===== config.mk =====
export PLATFORM = sky130hd
export DESIGN_NAME = dich_univ
export DESIGN_NICKNAME = d
export VERILOG_FILES = /design/src/rtl/dich_univ.sv
export SDC_FILE = /design/constraint.sdc
export NUM_CORES = 1
export LEC_CHECK = 0
export ABC_AREA = 1
export CAP_MARGIN = 0
export CORE_ASPECT_RATIO = 1.1
export CORE_UTILIZATION = 51
export CTS_BUF_LIST = sky130_fd_sc_hd__clkbuf_4 sky130_fd_sc_hd__clkbuf_8 sky130_fd_sc_hd__clkbuf_16
export CTS_CLUSTER_DIAMETER = 120
export CTS_CLUSTER_SIZE = 40
export DETAILED_ROUTE_END_ITERATION = 10
export PLACE_DENSITY_LB_ADDON = 0.15
export REMOVE_ABC_BUFFERS = 1
export SETUP_SLACK_MARGIN = 0.5
export SYNTH_ARGS = -nofsm -noshare
export SYNTH_HDL_FRONTEND = slang
export SYNTH_SLANG_ARGS = --single-unit
export TNS_END_PERCENT = 1

===== constraint.sdc =====
create_clock -name clk -period 2.84 [get_ports clk]
set_input_delay 0.284 -clock clk [delete_from_list [all_inputs] [get_ports clk]]
set_output_delay 0.284 -clock clk [all_outputs]
set_load 0.05 [all_outputs]

===== src/rtl/dich_univ.sv =====
// dich_univ: parametrised universal shift register (shift L/R, rotate L/R,
//            parallel load, clear) with serial-out bit and saturating fill count.
// Latency: one clk from the sampling edge to LED/SOUT/CNT; FULL follows CNT
//          combinationally.
// Backpressure: none; en=0 freezes all state, so en acts as the stall.
//
// Ports:
//   clk   - system clock, rising edge
//   rs    - asynchronous active-high reset
//   en    - clock enable; 0 holds LED, SOUT and CNT
//   mode  - operation select (HOLD/SHL/SHR/ROL/ROR/LOAD/CLR, 7 = HOLD)
//   DIN   - serial data in for the shift modes
//   PIN   - parallel load data
//   LED   - register contents
//   SOUT  - last bit shifted or rotated out
//   CNT   - number of valid shifted-in bits, saturating at WIDTH
//   FULL  - CNT == WIDTH
module dich_univ #(
    parameter int               WIDTH   = 8,
    parameter logic [WIDTH-1:0] RST_VAL = '0
) (
    input  logic                         clk,
    input  logic                         rs,
    input  logic                         en,
    input  logic [2:0]                   mode,
    input  logic                         DIN,
    input  logic [WIDTH-1:0]             PIN,
    output logic [WIDTH-1:0]             LED,
    output logic                         SOUT,
    output logic [$clog2(WIDTH+1)-1:0]   CNT,
    output logic                         FULL
);

    localparam int CW = $clog2(WIDTH + 1);
    localparam logic [CW-1:0] CNT_MAX = CW'(WIDTH);

    typedef enum logic [2:0] {
        MODE_HOLD = 3'd0,
        MODE_SHL  = 3'd1,
        MODE_SHR  = 3'd2,
        MODE_ROL  = 3'd3,
        MODE_ROR  = 3'd4,
        MODE_LOAD = 3'd5,
        MODE_CLR  = 3'd6,
        MODE_RSVD = 3'd7
    } mode_e;

    logic [WIDTH-1:0] led_q,  led_d;
    logic             sout_q, sout_d;
    logic [CW-1:0]    cnt_q,  cnt_d;
    logic [CW-1:0]    cnt_inc;
    mode_e            mode_s;

    assign mode_s = mode_e'(mode);

    // Shifts count fresh bits in but must never wrap past WIDTH.
    assign cnt_inc = (cnt_q == CNT_MAX) ? cnt_q : cnt_q + CW'(1);

    always_comb begin
        led_d  = led_q;
        sout_d = sout_q;
        cnt_d  = cnt_q;
        if (en) begin
            unique case (mode_s)
                MODE_SHL: begin
                    led_d  = {led_q[WIDTH-2:0], DIN};
                    sout_d = led_q[WIDTH-1];
                    cnt_d  = cnt_inc;
                end
                MODE_SHR: begin
                    led_d  = {DIN, led_q[WIDTH-1:1]};
                    sout_d = led_q[0];
                    cnt_d  = cnt_inc;
                end
                MODE_ROL: begin
                    led_d  = {led_q[WIDTH-2:0], led_q[WIDTH-1]};
                    sout_d = led_q[WIDTH-1];
                end
                MODE_ROR: begin
                    led_d  = {led_q[0], led_q[WIDTH-1:1]};
                    sout_d = led_q[0];
                end
                MODE_LOAD: begin
                    // SOUT deliberately untouched: a load shifts nothing out.
                    led_d = PIN;
                    cnt_d = CNT_MAX;
                end
                MODE_CLR: begin
                    led_d  = '0;
                    sout_d = 1'b0;
                    cnt_d  = '0;
                end
                MODE_HOLD, MODE_RSVD: begin
                    led_d  = led_q;
                    sout_d = sout_q;
                    cnt_d  = cnt_q;
                end
                default: begin
                    led_d  = led_q;
                    sout_d = sout_q;
                    cnt_d  = cnt_q;
                end
            endcase
        end
    end

    always_ff @(posedge clk or posedge rs) begin
        if (rs) begin
            led_q  <= RST_VAL;
            sout_q <= 1'b0;
            cnt_q  <= '0;
        end else begin
            led_q  <= led_d;
            sout_q <= sout_d;
            cnt_q  <= cnt_d;
        end
    end

    assign LED  = led_q;
    assign SOUT = sout_q;
    assign CNT  = cnt_q;
    assign FULL = (cnt_q == CNT_MAX);

endmodule

==> impl_metrics.json <==
{
  "grt_max_degree": 14,
  "setup_viol": 0,
  "drc_errors": 0,
  "met3WireLength_um": 91,
  "grt_pass1_wl_um": 3760,
  "die_w_um": 44.92,
  "ys_seq_elements": 13,
  "power.switching_mw": 0.4537,
  "worstMarginPinSlew_ps": 538.3,
  "via_per_inst": 4.968,
  "cts_tree": "yes",
  "numCtsBuffers": 3,
  "top_layer": "met4",
  "io_buffers": 28,
  "drt-total-wl_um": 2178,
  "fin_util": 0.7289,
  "wl_per_cell_um": 11.46,
  "htreeDepth": 1,
  "finalHoldViolCount": 0,
  "ys_types": 27,
  "cts.clk_slew.worst_paths_ps": 90,
  "dieHeight_um": 49.22,
  "worstHoldPathType": "in -> async",
  "cpPeakStageDelay_ps": 560,
  "r2r-start": "CNT[0]$_DFFE_PP0P_",
  "cp.required_ps": 2560,
  "met2_length_um": 1152,
  "met1Wirelength_um": 914,
  "p_int_mw": 0.4718,
  "grt_pass1_vias": 866,
  "synth_area_per_cell_um2": 7.713,
  "syn_inst": 134,
  "clkLatencyLatePin_ps": 280,
  "status": "finished, final reports clean",
  "fin_setup_tns_ps": 0,
  "pwr-share-seq": 0.316,
  "start_util": 0.5611,
  "area_growth_pct": 29.90,
  "end_kind": "primary output",
  "reg2reg_depth": 7,
  "antenna_found_initial": 0,
  "num_vias": 944,
  "nets": 181,
  "hpwlAfterDp_um": 1680,
  "cts_setup_buffers": 0,
  "num_antenna_cells": 0,
  "overflow": 0,
  "critical_path.max_fanout": 4,
  "crit_path_top_delay_cell": "dlygate4sd2_1",
  "finalCriticalPeriod_ps": 2067,
  "nFillCells": 167,
  "layout_setup_ws_ps": 772.8,
  "start_kind": "flip-flop",
  "detail_route.iter0.violations": 14,
  "ir_drop_mv": 0.3984,
  "final_cells": 190,
  "ys_warn_count": 0,
  "io_pins": 29,
  "cts-root-buf": "clkbuf_4",
  "design.die.area_um2": 2211,
  "power.share.combinational": 0.546,
  "rows": 16,
  "dp_cells": 186,
  "post-place-ws_ps": 786.5,
  "finalMaxSlewViolations": 0,
  "cp.arrival_ps": 1780,
  "firstDrtPassIters": 4,
  "syn_area_um2": 1033,
  "drive_above_1_share": 0.1840,
  "rsz0062_at_grt": "false",
  "skew_ps": 3.017,
  "core_um2": 1842,
  "sw_frac_of_total": 0.4902,
  "cts.sinks": 13,
  "path_cells": "inv_1 -> ha_1 -> nand2_1 -> nor2_1 -> dlygate4sd2_1",
  "critical_path_class": "reg -> out",
  "r2r_setup_slack_ps": 1510,
  "p_per_area_nw_per_um2": 689.4,
  "globalplace.congestion": 0.8740,
  "clkPwrFrac": 0.139,
  "yosysSeqAreaShare": 0.3148,
  "ant_nets": 0,
  "p_leak_nw": 0.6544,
  "slew_headroom": 0.6400,
  "clk_path_buf_depth": 2,
  "finalCritPeriodShare": 0.7279,
  "rr_endpoint": "CNT[0]$_DFFE_PP0P_",
  "drv_cap": 0,
  "grt_util_all_layers": 0.2253,
  "max_freq_ghz": 0.4837
}
[Yosys cell counts]
cell     count  area [um^2]
nand3_2      3        30.03
nand3_4      2        35.03
a21oi_2      1        8.760
nand2_4      3        33.78
nand2_2      3        18.77
dfrtp_1     13        325.3
nand4_1      5        31.28
o21ai_2      1        8.760
buf_6        3        33.78
nand2_1     48        180.2
inv_1       10        37.54
ha_1         2        25.02
inv_6        3        26.28
nand3_1      5        25.02
nor2_2       3        18.77
a21oi_1      7        35.03
xnor2_1      1        8.760
a21oi_4      1        16.27
xor2_1       1        8.760
nor2_1       8        30.03
and3_1       1        6.260
nor2_8       2        40.04
inv_2        2        7.510
o21ai_1      3        15.01
inv_4        1        6.260
o21ai_4      1        16.27
o21ai_0      1        5.000
[sequential cells by signal, indices dropped and copies added (netlist names)]
register  cells
LED           8
SOUT          1
CNT           4
[worst max-delay path by stage]
stage	from	to	slack (ps)	cells after the start
finish	CNT[0]$_DFFE_PP0P_	FULL	770	5
global route	CNT[0]$_DFFE_PP0P_	FULL	690	5
CTS	CNT[0]$_DFFE_PP0P_	FULL	760	5
detailed placement	CNT[0]$_DFFE_PP0P_	FULL	790	5
global placement	CNT[0]$_DFFE_PP0P_	FULL	860	5
floorplan	CNT[0]$_DFFE_PP0P_	CNT[0]$_DFFE_PP0P_	700	7
[area by class of cell]
class,count,area (um^2),area share
inverters,16,77.57,0.05778
flip-flops and latches,13,325.3,0.2423
clock buffers,4,30.03,0.02237
repair buffers,28,279.0,0.2078
well taps,27,33.78,0.02516
multi-input cells,102,596.8,0.4445
[routing by layer]
layer,up-vias,track usage
li1,486,-
met1,427,0.2874
met2,27,0.3841
met3,4,0.03333
met4,0,0.06061
met5,-,0
[power by group through the flow]
| stage | sequential, mW | clock [mW] | combinational (mW) |
|---|---|---|---|
| after global routing | 0.299 | 0.141 | 0.546 |
| after global placement | 0.293 | 0 | 0.501 |
| after CTS | 0.293 | 0.133 | 0.509 |
| after floorplan | 0.460 | 0 | 0.170 |
| after detailed placement | 0.296 | 0 | 0.511 |
| final | 0.292 | 0.128 | 0.505 |
[repair_timing]
item | CTS | global route
hold buffers | 0 | 0
gates resized for setup | 1 | 0
endpoints found under the setup margin | 1 | 0
[metrics by stage]
step	total power [mW]	cell area (um^2)	hold slack, ps
6_report	0.9255	1343	335.8
5_1_grt	0.9855	1343	393.1
4_1_cts	0.9352	1343	347.6
3_5_place_dp	0.8064	1314	477.1
3_3_place_gp	0.7938	1314	472.0
2_1_floorplan	0.6302	999.7	161.0
[worst max-delay path, delay by kind of cell (launching register included)]
| kind | cells | cell delay [ps] |
|---|---|---|
| adders and majority gates | 1 | 150 |
| buffers and inverters | 2 | 670 |
| DFF | 1 | 420 |
| and+or+nand+nor | 2 | 270 |
[cell usage in the layout (no fill, tap or decap), drive strengths merged]
master          n
nand2          54
clkdlybuf4s50  27
inv            16
dfrtp          13
nor2           13
nand3          10
a21oi           9
o21ai           6
nand4           5
clkbuf          4
ha              2
xnor2           1
and3            1
xor2            1
dlygate4sd2     1
[logic make-up (layout without fill, tap and decap cells)]
group / count (synthesis) / after routing / synth area share
AO/OA/AOI/OAI: 15 / 15 / 0.1017
AND/OR/NAND/NOR: 83 / 83 / 0.4346
buffers and inverters: 19 / 48 / 0.1078
XOR/XNOR: 2 / 2 / 0.01695
adder cells (fa/ha/maj): 2 / 2 / 0.02421
flip-flops: 13 / 13 / 0.3148
Note: power is estimated with default switching activity, not from simulation.
